==> config.mk <==
export PLATFORM = sky130hd
export DESIGN_NAME = addsub_accumulator_flat
export DESIGN_NICKNAME = d
export VERILOG_FILES = /design/src/rtl/addsub_pkg.sv /design/src/rtl/addsub_accumulator_if.sv /design/src/rtl/acc_sat_adder.sv /design/src/rtl/addsub_accumulator.sv /design/src/flat_wrapper.sv
export SDC_FILE = /design/constraint.sdc
export NUM_CORES = 1
export LEC_CHECK = 0
export CAP_MARGIN = 20
export CORE_UTILIZATION = 45
export CTS_CLUSTER_SIZE = 24
export DETAILED_ROUTE_END_ITERATION = 8
export GPL_TIMING_DRIVEN = 1
export PLACE_DENSITY = 0.8
export SYNTH_ARGS = -nofsm -noshare
export SYNTH_HDL_FRONTEND = slang
export SYNTH_SLANG_ARGS = --single-unit
==> constraint.sdc <==
create_clock -name clk -period 3.2 [get_ports clk]
set_clock_uncertainty 0.1 [all_clocks]
set_input_delay 0.8 -clock clk [delete_from_list [all_inputs] [get_ports clk]]
set_output_delay 0.8 -clock clk [all_outputs]
set_load 0.1 [all_outputs]
==> src/rtl/addsub_pkg.sv <==
// Shared types and helpers for the add/sub result accumulator.
// State encoding, default widths and the sign-extend helper.
package addsub_pkg;

    typedef enum logic [1:0] {
        IDLE  = 2'd0,
        ACCUM = 2'd1,
        HOLD  = 2'd2
    } state_t;

    localparam int DEF_WIDTH = 4;
    localparam int DEF_ACC_W = 8;

    // Sign-extend the low w bits of v to 32 bits (w in 1..32).
    function automatic logic [31:0] sext(input logic [31:0] v, input int w);
        logic [31:0] t;
        t = v << (32 - w);
        return $signed(t) >>> (32 - w);
    endfunction

endpackage

==> src/rtl/addsub_accumulator_if.sv <==
// Beat-in / batch-out handshake bundle for addsub_accumulator.
// slave = accumulator side, master = upstream/downstream side.
interface addsub_accumulator_if #(
    parameter int WIDTH = 4,
    parameter int ACC_W = 8
);
    logic             in_valid;
    logic             in_ready;
    logic [WIDTH-1:0] in_s;
    logic             in_cout;
    logic             in_v;
    logic             in_m;
    logic             out_valid;
    logic             out_ready;
    logic [ACC_W-1:0] out_acc;
    logic             out_v;
    logic             out_c;
    logic             out_ovf;

    modport master (
        output in_valid, in_s, in_cout, in_v, in_m, out_ready,
        input  in_ready, out_valid, out_acc, out_v, out_c, out_ovf
    );

    modport slave (
        input  in_valid, in_s, in_cout, in_v, in_m, out_ready,
        output in_ready, out_valid, out_acc, out_v, out_c, out_ovf
    );
endinterface

==> src/rtl/acc_sat_adder.sv <==
// ACC_W signed adder with overflow flag.
// With SATURATE_EN defined the sum clamps to signed max/min on overflow.
module acc_sat_adder #(
    parameter int ACC_W = 8
) (
    input  logic [ACC_W-1:0] a_i,
    input  logic [ACC_W-1:0] b_i,
    output logic [ACC_W-1:0] sum_o,
    output logic             ovf_o
);
    logic [ACC_W-1:0] raw;

    assign raw   = a_i + b_i;
    assign ovf_o = (a_i[ACC_W-1] == b_i[ACC_W-1]) &&
                   (raw[ACC_W-1] != a_i[ACC_W-1]);

`ifdef SATURATE_EN
    always_comb begin
        sum_o = raw;
        if (ovf_o)
            sum_o = a_i[ACC_W-1] ? {1'b1, {(ACC_W-1){1'b0}}}
                                 : {1'b0, {(ACC_W-1){1'b1}}};
    end
`else
    assign sum_o = raw;
`endif
endmodule

==> src/rtl/addsub_accumulator.sv <==
// Sums N_OPS sign-extended add/sub beats with sticky V/carry/overflow flags.
// Optional SATURATE_EN clamps the accumulator (see acc_sat_adder).
module addsub_accumulator
    import addsub_pkg::*;
#(
    parameter int WIDTH = DEF_WIDTH,
    parameter int N_OPS = 4,
    parameter int ACC_W = DEF_ACC_W
) (
    input  logic clk,
    input  logic rst,
    input  logic clear,
    addsub_accumulator_if.slave bus
);
    localparam int CW = $clog2(N_OPS + 1);

    state_t           state_q, state_d;
    logic [ACC_W-1:0] acc_q, acc_d;
    logic [CW-1:0]    cnt_q, cnt_d;
    logic             v_q, v_d;
    logic             c_q, c_d;
    logic             ovf_q, ovf_d;

    logic             in_ready;
    logic             accept;
    logic             carry;
    logic [ACC_W-1:0] ext;
    logic [ACC_W-1:0] sum;
    logic             add_ovf;

    assign in_ready = !rst && !clear && (state_q != HOLD);
    assign accept   = bus.in_valid && in_ready;
    // Subtract mode reports borrow as Cout=0.
    assign carry    = bus.in_m ^ bus.in_cout;
    assign ext      = ACC_W'(sext(32'(bus.in_s), WIDTH));

    acc_sat_adder #(.ACC_W(ACC_W)) u_add (
        .a_i  (acc_q),
        .b_i  (ext),
        .sum_o(sum),
        .ovf_o(add_ovf)
    );

    always_comb begin
        state_d = state_q;
        acc_d   = acc_q;
        cnt_d   = cnt_q;
        v_d     = v_q;
        c_d     = c_q;
        ovf_d   = ovf_q;
        unique case (state_q)
            IDLE: begin
                if (accept) begin
                    acc_d   = ext;
                    cnt_d   = CW'(1);
                    v_d     = bus.in_v;
                    c_d     = carry;
                    ovf_d   = 1'b0;
                    state_d = (N_OPS == 1) ? HOLD : ACCUM;
                end
            end
            ACCUM: begin
                if (accept) begin
                    acc_d = sum;
                    cnt_d = cnt_q + CW'(1);
                    v_d   = v_q | bus.in_v;
                    c_d   = c_q | carry;
                    ovf_d = ovf_q | add_ovf;
                    if (cnt_q == CW'(N_OPS - 1))
                        state_d = HOLD;
                end
            end
            HOLD: begin
                if (bus.out_ready)
                    state_d = IDLE;
            end
            default: state_d = IDLE;
        endcase
        if (clear) begin
            state_d = IDLE;
            acc_d   = '0;
            cnt_d   = '0;
            v_d     = 1'b0;
            c_d     = 1'b0;
            ovf_d   = 1'b0;
        end
    end

    always_ff @(posedge clk) begin
        if (rst) begin
            state_q <= IDLE;
            acc_q   <= '0;
            cnt_q   <= '0;
            v_q     <= 1'b0;
            c_q     <= 1'b0;
            ovf_q   <= 1'b0;
        end else begin
            state_q <= state_d;
            acc_q   <= acc_d;
            cnt_q   <= cnt_d;
            v_q     <= v_d;
            c_q     <= c_d;
            ovf_q   <= ovf_d;
        end
    end

    assign bus.in_ready  = in_ready;
    assign bus.out_valid = (state_q == HOLD);
    assign bus.out_acc   = acc_q;
    assign bus.out_v     = v_q;
    assign bus.out_c     = c_q;
    assign bus.out_ovf   = ovf_q;
endmodule

==> src/flat_wrapper.sv <==
// flat-port wrapper written by rule: the top's interface ports become plain ports
module addsub_accumulator_flat import addsub_pkg::*;
#(
    parameter int WIDTH = DEF_WIDTH,
    parameter int N_OPS = 4,
    parameter int ACC_W = DEF_ACC_W
)
  (clk, rst, clear, bus_in_valid, bus_in_s, bus_in_cout, bus_in_v, bus_in_m, bus_out_ready, bus_in_ready, bus_out_valid, bus_out_acc, bus_out_v, bus_out_c, bus_out_ovf);
  addsub_accumulator_if #(.WIDTH(WIDTH), .ACC_W(ACC_W)) bus_i ();
  input  logic clk;
  input  logic rst;
  input  logic clear;
  input wire logic [$bits(bus_i.in_valid)-1:0] bus_in_valid;
  input wire logic [$bits(bus_i.in_s)-1:0] bus_in_s;
  input wire logic [$bits(bus_i.in_cout)-1:0] bus_in_cout;
  input wire logic [$bits(bus_i.in_v)-1:0] bus_in_v;
  input wire logic [$bits(bus_i.in_m)-1:0] bus_in_m;
  input wire logic [$bits(bus_i.out_ready)-1:0] bus_out_ready;
  output wire logic [$bits(bus_i.in_ready)-1:0] bus_in_ready;
  output wire logic [$bits(bus_i.out_valid)-1:0] bus_out_valid;
  output wire logic [$bits(bus_i.out_acc)-1:0] bus_out_acc;
  output wire logic [$bits(bus_i.out_v)-1:0] bus_out_v;
  output wire logic [$bits(bus_i.out_c)-1:0] bus_out_c;
  output wire logic [$bits(bus_i.out_ovf)-1:0] bus_out_ovf;
  assign bus_i.in_valid = bus_in_valid;
  assign bus_i.in_s = bus_in_s;
  assign bus_i.in_cout = bus_in_cout;
  assign bus_i.in_v = bus_in_v;
  assign bus_i.in_m = bus_in_m;
  assign bus_i.out_ready = bus_out_ready;
  assign bus_in_ready = bus_i.in_ready;
  assign bus_out_valid = bus_i.out_valid;
  assign bus_out_acc = bus_i.out_acc;
  assign bus_out_v = bus_i.out_v;
  assign bus_out_c = bus_i.out_c;
  assign bus_out_ovf = bus_i.out_ovf;
  addsub_accumulator #(.WIDTH(WIDTH), .N_OPS(N_OPS), .ACC_W(ACC_W)) u_core (.clk(clk), .rst(rst), .clear(clear), .bus(bus_i));
endmodule
==> results of run 1 <==
-- final cells by class --
| type | count | area share [%] |
|---|---|---|
| multi-input combinational | 101 | 51.5 |
| sequential | 16 | 24.3 |
| timing repair buffer | 26 | 17.8 |
| tap | 28 | 2.66 |
| inverter | 7 | 1.99 |
| clock buffer | 3 | 1.71 |
-- power groups by stage --
| stage | Sequential, mW | Clock, mW | Combinational, mW |
|---|---|---|---|
| finish | 0.214 | 0.105 | 0.149 |
| global route | 0.215 | 0.123 | 0.159 |
| CTS | 0.214 | 0.110 | 0.148 |
| detailed placement | 0.218 | 0 | 0.147 |
| global placement | 0.218 | 0 | 0.144 |
| floorplan | 0.260 | 0 | 0.0620 |
-- path summary, 6_finish.rpt --
check                                        endpoint                   from  slack (ps)
worst min-delay path               u_core.bus.out_ovf     u_core.bus.out_ovf         360
worst min register to register     u_core.bus.out_ovf     u_core.bus.out_ovf         360
worst max register to register  u_core.bus.out_acc[5]  u_core.bus.out_acc[1]        1230
worst max-delay path                     bus_in_ready                  clear         490
-- kinds of logic after synthesis --
logic type | count (synthesis) | share of synthesized area (%)
mux | 3 | 2.89
compound gates | 37 | 23.3
flops | 16 | 30.8
fa+ha+maj | 10 | 12.8
xor+xnor | 3 | 2.53
simple gates | 48 | 23.3
buf+inv | 11 | 4.33
-- worst reg2reg max path: stages (launching register included) --
cell      delay (ps)
dfxtp_1          340
ha_1             320
a211oi_2         280
nor2_1           140
o21a_1           200
or4_1            460
nand3_1           90
-- metal layers --
metal	track usage, %	part of all wire [%]	wire, µm
met1	27.5	44	1100
met2	38.4	47	1180
met3	4.63	5.6	140
met4	11.9	3.0	76
met5	0	0	0
-- flip-flops by register name, indices dropped and copies added, names as in the netlist --
register,flops
u_core.state_q,2
u_core.bus.out_ovf,1
u_core.bus.out_v,1
u_core.cnt_q,3
u_core.bus.out_acc,8
u_core.bus.out_c,1
-- stage by stage --
stage	hold WS, ps	std cells	setup slack, ps
after global routing	385	181	426
final	363	181	486
after CTS	367	181	471
after detailed placement	346	178	250
after floorplan	332	128	298
after global placement	339	178	284
-- cell usage in the layout (no fill, tap or decap), types with 3 or more instances in the layout --
cell / n
ha_1: 9
a211oi_1: 5
buf_4: 14
nor2b_1: 4
nor3_1: 5
a21oi_1: 9
dfxtp_1: 16
clkbuf_4: 3
mux2i_1: 3
o21ai_1: 3
o21ai_0: 9
nand2b_1: 3
inv_1: 7
nand3_1: 5
nand2_1: 8
clkdlybuf4s50_1: 11
nor2_1: 11
==> results.txt, run 1 <==
RSZ-0062 raised after global routing - false
Synth area leaders - dfxtp_1 31%, ha_1 11%, a21oi_1 4.3%
Final Instance Area - 1320 µm²
final WL - 2500 µm
H-tree depth - 1
drt wl/cell - 13.8 µm
prevailing post-synth register cell - dfxtp_1
multi-input logic area - 679 µm²
Hold Buf Count CTS - 0
Ys Warns - 0
Root Driver - clkbuf_4
Post-Syn Nets - 150
fraction of layout cells with a size suffix above 1 - 15.7%
area leader, netlist - dfxtp_1
Post CTS Setup Buffer Count - 0
IO Count - 25
FILL cells - 210
Yosys top cell area share - 30.8%
antenna-violating nets left - 0
I/O Buffers - 24
fin crit share - 84.8%
fmax - 368 MHz
crit path time final - 2710 ps
Post-DP Area - 1300 µm²
critical path capture point type - primary output
R2R cell count - 6
sequential power share - 45.8%
Avg Cell Area, Syn - 8.12 µm²
pwr/cell area - 354 nW/µm²
final core utilization - 60.2%
TritonRoute pass-1 iters - 4
peak supply drop - 0.000241 V
Req. time, crit path - 2300 ps
nets - 177
Fin. Hold Viols - 0
cell area after technology mapping - 1040 µm²
Slew HR - 60.1%
status - complete, no violations
Max-cap violations - 0
vias in the first global route - 1019
CTS clk-pin slew, worst paths - 90 ps
Fin Setup TNS - 0 ps
CTS tree - built
grt total ovfl - 0
CTS Buf Count - 3
initial antenna violation count - 0
Worst path max stage delay - 420 ps
WS Path Type - in2out
GRT Overall Usage - 23.1%
Synth cell types - 36
WP data arrival - 1810 ps
DRT iter0 DRCs - 32
vias per cell - 5.75
count leader, synth - dfxtp_1
largest net degree at the start of global routing - 14
DR DRC count - 0
crit path max-delay cell type - clkdlybuf4s50_1
Antenna Diode Count - 0
post-cts gate resize count - 0
CP cell instances - clkdlybuf4s50_1, or2_1, nor2_2, buf_12
Final Power - 0.467 mW
Worst Tran Pin Value - 595 ps
Worst path depth - 4
switching portion of total power - 35.7%
crit-path max FO - 2
die width - 50.1 µm
Area growth syn-to-layout - 26.8%
largest delay contributor family on the critical path - buffers and inverters
Leak - 0.556 nW
Die Area - 2510 µm²
die height - 50.1 µm
Slew Limit Fails - 0
Setup Viol. Count Final - 0
num rows - 17
clk sinks - 16
Post-synth EDFFs - 0
Startpoint Class - input pin
clock share of power - 22.4%
Post-Synthesis Cells - 128
CTS max path bufs - 2
ys async rst share - 0%
commonest cells in the synthesized netlist - 16 x dfxtp_1, 12 x nor2_1, 9 x a21oi_1, 9 x ha_1, 9 x o21ai_0
FF/Latch Area - 320 µm²
register bit total from synthesis - 16
Logic pwr share - 31.8%
Sw Pwr - 0.167 mW
clk_lat worst skew - 280 ps
DP Wirelength - 1910 µm
gpl congestion - 0.834
Buf/Inv on CP - 2
hold path cells - 1
worst hold path class - reg2reg
Int Pwr - 0.301 mW
sequential area share after synthesis - 30.8%
core area - 2190 µm²
first-pass GRT wire length - 4360 µm
via count - 1041
initial core utilization - 47.5%
Note: power is estimated with default switching activity, not from simulation.
==> inputs of run 2 (changes only) <==
CORE_UTILIZATION = 44   (was 45)
PLACE_DENSITY = 0.81   (was 0.8)
clock period = 2.3 ns   (was 3.2 ns; I/O delays follow)
==> results.txt, run 2 (synthesis results as in run 1) <==
first-pass GRT wire length - 4540 µm
Logic pwr share - 34.5%
Slew Limit Fails - 0
Setup Viol. Count Final - 0
Req. time, crit path - 1620 ps
drt wl/cell - 14.2 µm
Int Pwr - 0.442 mW
CTS tree - built
pwr/cell area - 461 nW/µm²
initial core utilization - 47.0%
nets - 194
TritonRoute pass-1 iters - 4
H-tree depth - 1
Leak - 0.673 nW
RSZ-0062 raised after global routing - false
crit path time final - 2240 ps
Root Driver - clkbuf_4
Die Area - 2560 µm²
Sw Pwr - 0.247 mW
clk sinks - 16
status - complete, no violations
GRT Overall Usage - 23.9%
clk_lat worst skew - 290 ps
sequential power share - 43.5%
met3 wire len - 128 µm
I/O Buffers - 24
fin crit share - 97.6%
multi-input logic area - 701 µm²
vias per cell - 5.56
DP Wirelength - 2180 µm
min-delay src - u_core.bus.out_ovf
fraction of layout cells with a size suffix above 1 - 30.6%
CTS max path bufs - 2
WP data arrival - 1570 ps
met2 WL - 1540 µm
CP cell instances - clkdlybuf4s50_1, or2_4, nor2_4, buf_12
core area - 2210 µm²
commonest non-fill, non-tap cells in the layout - 30 x buf_4, 11 x nor2_1, 9 x ha_1, 9 x clkdlybuf4s50_1, 9 x dfxtp_1
die height - 50.6 µm
reg-to-reg setup timing slack - 430 ps
Fin. Hold Viols - 0
grt total ovfl - 0
switching portion of total power - 35.9%
fmax - 445 MHz
Worst Tran Pin Value - 398 ps
R2R cell count - 6
FF/Latch Area - 329 µm²
IO Count - 25
clock share of power - 22.0%
Final Power - 0.689 mW
max layer used - met4
most common cell after layout, fill and taps aside - buf_4
Area growth syn-to-layout - 43.7%
Inst Count DP - 194
DR DRC count - 0
hold path endpoint - u_core.bus.out_ovf
initial antenna violation count - 0
die width - 50.6 µm
Worst path max stage delay - 430 ps
largest net degree at the start of global routing - 11
crit-path max FO - 3
via count - 1101
Antenna Diode Count - 0
CTS Buf Count - 3
final WL - 2800 µm
antenna-violating nets left - 0
critical path capture point type - primary output
worst hold path class - reg2reg
Slew HR - 73.4%
DRT met1 WL - 1120 µm
CTS clk-pin slew, worst paths - 90 ps
hold slack final - 369 ps
num rows - 17
hold path cells - 1
vias in the first global route - 1056
peak supply drop - 0.000367 V
start of the worst register-to-register path - u_core.bus.out_acc[1]
Startpoint Class - input pin
Largest register FFs - 8
Crit Reg-Reg Endpoint - u_core.bus.out_acc[5]
crit path max-delay cell type - clkdlybuf4s50_1
WS Path Type - in2out
FILL cells - 189
fin cells - 198
gpl congestion - 0.901
DRT iter0 DRCs - 12
Max-cap violations - 0
run 2: cell types whose count changed in the layout (fill, tap and decap cells not counted), sizes merged:
cell,previous run,this run
buf,15,32
clkdlybuf4s50,11,9
dlymetal6s2s,0,2
run 2: metal layers:
metal,vias to the layer above,track usage (%)
li1,546,-
met1,518,24.8
met2,33,45.6
met3,4,6.36
met4,0,7.87
met5,-,0
run 2: through the flow:
stage               area, µm²  util (%)  worst slack, ps  TNS [ps]
floorplan                1060         -            -35.9     -35.9
global placement         1440      65.2             -249     -1090
detailed placement       1440      65.2             -334     -1490
CTS                      1480      66.8             14.9         0
global route             1490      67.5             2.79         0
finish                   1490      67.5             55.3         0
run 2: how the worst max path moves through the flow:
stage | startpoint | to | slack [ps] | depth (start not counted)
2_1_floorplan | u_core.state_q[0] | bus_in_ready | -40 | 3
3_3_place_gp | bus_in_s[1] | u_core.bus.out_acc[5] | -250 | 7
3_5_place_dp | bus_in_s[0] | u_core.bus.out_acc[6] | -330 | 9
4_1_cts | bus_in_s[1] | u_core.bus.out_acc[5] | 10 | 7
5_1_grt | bus_in_s[0] | u_core.bus.out_acc[5] | 3 | 8
6_report | clear | bus_in_ready | 60 | 4
run 2: what timing repair did:
| action | in CTS | in global routing |
|---|---|---|
| endpoints found under the hold margin | 0 | 0 |
| pin swaps | 1 | 1 |
| buffers inserted | 1 | 0 |
| endpoints found under the setup margin | 1 | 4 |
| resized for setup | 2 | 6 |
| hold buffers | 0 | 0 |
run 2: final cells by class:
type / instances / share of cell area, %
inverter: 7 / 1.76
tap: 28 / 2.35
sequential: 16 / 22.0
multi-input combinational: 101 / 46.9
timing repair buffer: 43 / 25.5
clock buffer: 3 / 1.51
run 2: worst max-delay path, delay by kind of cell:
family | cells | cell delay [ps]
simple gates | 2 | 380
buf+inv | 2 | 610
run 2: power by group through the flow:
stage | clock network [mW] | logic (mW) | registers, mW
final | 0.152 | 0.237 | 0.300
after CTS | 0.156 | 0.233 | 0.300
after floorplan | 0 | 0.0868 | 0.364
after global placement | 0 | 0.224 | 0.305
after detailed placement | 0 | 0.231 | 0.306
after global routing | 0.165 | 0.253 | 0.301
==> inputs of run 3 (changes only) <==
CORE_UTILIZATION = 45   (was 44)
PLACE_DENSITY = 0.8   (was 0.81)
clock period = 2.4 ns   (was 2.3 ns; I/O delays follow)
==> results.txt, run 3 (synthesis results as in run 1) <==
num rows - 17
CTS Buf Count - 3
Root Driver - clkbuf_4
crit-path max FO - 4
most common cell after layout, fill and taps aside - buf_4
Buf/Inv on CP - 2
Largest register FFs - 8
Fin. Hold Viols - 0
status - complete, no violations
peak supply drop - 0.000304 V
Slew Limit Fails - 0
crit path time final - 2330 ps
fraction of layout cells with a size suffix above 1 - 26.5%
Setup Viol. Count Final - 0
Worst path max stage delay - 420 ps
WP data arrival - 1630 ps
largest net degree at the start of global routing - 13
Max-cap violations - 0
commonest non-fill, non-tap cells in the layout - 29 x buf_4, 14 x dfxtp_1, 10 x nor2_1, 10 x clkdlybuf4s50_1
R2R cell count - 8
nets - 193
GRT Overall Usage - 24.5%
vias per cell - 5.50
crit path max-delay cell type - clkdlybuf4s50_1
Leak - 0.658 nW
Die Area - 2510 µm²
setup ws final - 71.5 ps
initial core utilization - 47.5%
drt wl/cell - 13.9 µm
Crit Reg-Reg Endpoint - u_core.bus.out_acc[6]
Final Instance Area - 1480 µm²
via count - 1089
CTS clk-pin slew, worst paths - 100 ps
I/O Buffers - 24
pwr/cell area - 469 nW/µm²
TritonRoute pass-1 iters - 4
min-delay src - u_core.cnt_q[1]
hold slack final - 372 ps
reg-to-reg setup timing slack - 530 ps
Slew HR - 74.2%
grt total ovfl - 0
start of the worst register-to-register path - u_core.bus.out_acc[0]
DRT iter0 DRCs - 22
CP cell instances - clkdlybuf4s50_1, or2_1, nor2_4, buf_12
CTS tree - built
initial antenna violation count - 0
worst hold path class - reg2reg
WS Path Type - in2out
DR DRC count - 0
IO Count - 25
fmax - 429 MHz
Final Power - 0.695 mW
die width - 50.1 µm
largest delay contributor family on the critical path - buffers and inverters
final WL - 2750 µm
core area - 2190 µm²
antenna-violating nets left - 0
Area growth syn-to-layout - 42.4%
vias in the first global route - 1127
CTS max path bufs - 2
fin crit share - 97.0%
die height - 50.1 µm
hold path cells - 2
clk sinks - 16
Startpoint Class - input pin
first-pass GRT wire length - 4710 µm
Fin Setup TNS - 0 ps
Req. time, crit path - 1700 ps
FILL cells - 190
hold path endpoint - u_core.cnt_q[1]
H-tree depth - 1
clk_lat worst skew - 280 ps
Antenna Diode Count - 0
pre-CTS setup slack - -217 ps
gpl congestion - 0.823
critical path capture point type - primary output
DP Wirelength - 2130 µm
Worst Tran Pin Value - 386 ps
Post-DP Area - 1440 µm²
[run 3: worst max path at each step]
stage	start	end	slack [ps]	cells past startpoint
after floorplan	u_core.bus.out_acc[2]	u_core.bus.out_acc[5]	3	6
after global placement	bus_in_s[1]	u_core.bus.out_acc[5]	-180	7
after detailed placement	bus_in_s[1]	u_core.bus.out_acc[5]	-220	7
after CTS	clear	bus_in_ready	60	4
after global routing	bus_in_s[0]	u_core.bus.out_acc[6]	-20	9
final	clear	bus_in_ready	70	4
[run 3: stage by stage]
step           instances  utilization (%)
6_report             198             67.6
3_3_place_gp         194             65.6
2_1_floorplan        128                -
5_1_grt              198             67.6
3_5_place_dp         194             65.6
4_1_cts              198             67.2
[run 3: routing by layer]
metal	track usage [%]	vias up	wire, µm
li1	-	546	-
met3	4.01	2	113
met5	0	-	0
met2	44.2	36	1370
met1	28.8	505	1250
met4	7.62	0	14
[run 3: area by class of cell]
type	instances	area (µm²)	area share [%]
multi-input combinational	101	689	46.6
tap	28	35.0	2.37
clock buffer	4	36.3	2.45
timing repair buffer	42	370	25.0
inverter	7	26.3	1.78
sequential	16	323	21.8
[run 3: report_power, final]
| group | internal, mW | switching, mW |
|---|---|---|
| Combinational | 0.0873 | 0.139 |
| Clock | 0.0923 | 0.0905 |
| Sequential | 0.276 | 0.0102 |
[run 3: repair_timing]
action                                  in CTS  in global routing
gates resized for setup                      0                  3
buffers inserted                             0                  0
endpoints found under the setup margin       0                  2
hold buffers                                 0                  0
[run 3: tightest hold or removal path: stages (launching register included)]
cell and delay, ps:
dfxtp_1 330, nand2_1 50, a21oi_1 50
==> variant (flow settings as in run 2) <==
Build with the macro `SATURATE_EN` defined.
--- a/src/rtl/acc_sat_adder.sv
+++ b/src/rtl/acc_sat_adder.sv
@@ -1,4 +1,6 @@
 // ACC_W signed adder with overflow flag.
 // With SATURATE_EN defined the sum clamps to signed max/min on overflow.
+`define SATURATE_EN
+
 module acc_sat_adder #(
     parameter int ACC_W = 8
Check against the original RTL: no difference found for any inputs over 10 cycles, from zero or initial values; that may be too few to reach the edited logic, so the function may still have changed.
==> variant against run 2 <==
Register-to-register slack worse by 0.08 ns. Routed wire length is 2.9% lower. Setup slack improved by 0.0072 ns. Sequential cell count unchanged. Via count up 0.73%. First-iteration DRC count rose by 33%. Final area up 6.0%. Sequential share of layout area down 1.3 points. Area after synthesis up 1.6%. Non-clock buffer count grew 5. Total power rose by 13%.
==> variant: results <==
outcome:
  status: "completed"
clock_tree:
  cts_hold_buf: 0
  clk_latency_ns: 0.29
  clk_pin_slew_ns: 0.09
  htree_levels: 1
  cts_max_path_buffers: 2
detailed_routing:
  first_pass_iters: 4
  wl_um: 2723
  vias: 1109
  drtIter0Drc: 16
  ant_nets: 0
  routedWlPerCell_um: 13.62
place:
  dp_slack_ns: -0.4091
  hpwl_um: 2115
  place_area_mm2: 0.001501
  place.gp.congestion: 0.7956
  portBuffers: 24
synth:
  syn-instance-count: 125
  yosysSeqAreaShare_pct: 30.33
  synthArstFlopShare_pct: 0
  synth_area_leaders: "dfxtp_1 (30%), ha_1 (11%), o21ai_0 (8.5%)"
  yosysUniqueCellTypes: 38
  ys_top_cells_by_count: "o21ai_0 (18), dfxtp_1 (16), nor2_1 (11), ha_1 (9)"
  synth_nets: 147
  yosys_most_used_dff: "dfxtp_1"
min_path:
  min_from: "u_core.cnt_q[1]"
  holdPathStages: 2
  hp-class: "flip-flop to flip-flop"
  min_to: "u_core.cnt_q[1]"
power_and_ir_drop:
  p_sw_share_pct: 35.64
  ir_drop_mv: 0.4540
  pwr-share-seq_pct: 38.8
  p_leak_nw: 0.6734
  p_comb_share_pct: 37.1
  p_per_area_mw_per_mm2: 493.4
timing:
  tns_ns: 0
  max_clock_freq_ghz: 0.4469
  tightest_slew_ns: 0.3145
  whs_ns: 0.3569
critical_path:
  worstPathArrival_ns: 1.56
  startpoint: "clear"
  worst-r2r-setup-slack_ns: 0.35
  crit_path_top_delay_cell: "clkdlybuf4s50_1"
  rr_worst_depth: 7
  cp_top_family: "buffers and inverters"
  r2r_end: "u_core.bus.out_acc[6]"
  r2r-start: "u_core.bus.out_acc[0]"
  slowest_delay_ns: 0.40
  crit_fanout: 4
global_routing:
  grtUsageMet3_pct: 4.464
  global_route.usage.met2_pct: 42.11
  use_met1_pct: 27.64
  grt_max_degree: 10
  track_usage_pct: 23.94
  grt_pass1_wl_um: 4581
  antenna_found_initial: 0
finish:
  final_nets: 195
  diodes: 0
  drive_above_1_share_pct: 35.47
## variant: cell types whose count changed after synthesis, sizes merged, moves of 4 or more
| cell | before | now |
|---|---|---|
| o21ai | 12 | 18 |
| a211oi | 6 | 1 |
| clkbuf | 1 | 5 |
| inv | 7 | 3 |
## variant: layer usage
layer	part of all wire [%]	wire length, µm	vias to the layer above
met5	0	0	-
met4	2.1	57	0
met3	4.4	119	7
met2	50	1370	30
met1	43	1175	517
li1	-	-	555
## variant: cell families after synthesis
logic type	synth area share, %
compound gates	28.67
xor+xnor	4.147
fa+ha+maj	12.56
buf+inv	2.844
flops	30.33
simple gates	21.45
## variant: worst max path at each step
| stage | end | slack, ns |
|---|---|---|
| 6_report | bus_in_ready | 0.06 |
| 5_1_grt | u_core.bus.out_acc[5] | 0.02 |
| 4_1_cts | u_core.bus.out_acc[6] | 0.02 |
| 3_5_place_dp | u_core.bus.out_acc[6] | -0.41 |
| 3_3_place_gp | u_core.bus.out_acc[6] | -0.38 |
| 2_1_floorplan | bus_in_ready | -0.08 |
## variant: layout make-up
cell class	count	area, µm²
Inverter	3	11.26
Tap cell	28	35.03
Fill cell	183	649.4
Multi-Input combinational cell	101	747.0
Clock buffer	4	36.28
Timing Repair Buffer	48	425.4
Sequential cell	16	329.1
## variant: worst min-delay path: cells and delay by family (launching register included)
family / cells / cell delay (ns)
AND/OR/NAND/NOR: 1 / 0.05
flip-flops: 1 / 0.32
AO/OA/AOI/OAI: 1 / 0.05
## variant: repair_timing
item / in CTS / in global routing
gates resized for setup: 8 / 4
endpoints found under the setup margin: 9 / 4
setup buffers: 1 / 1
pin swaps: 6 / 5
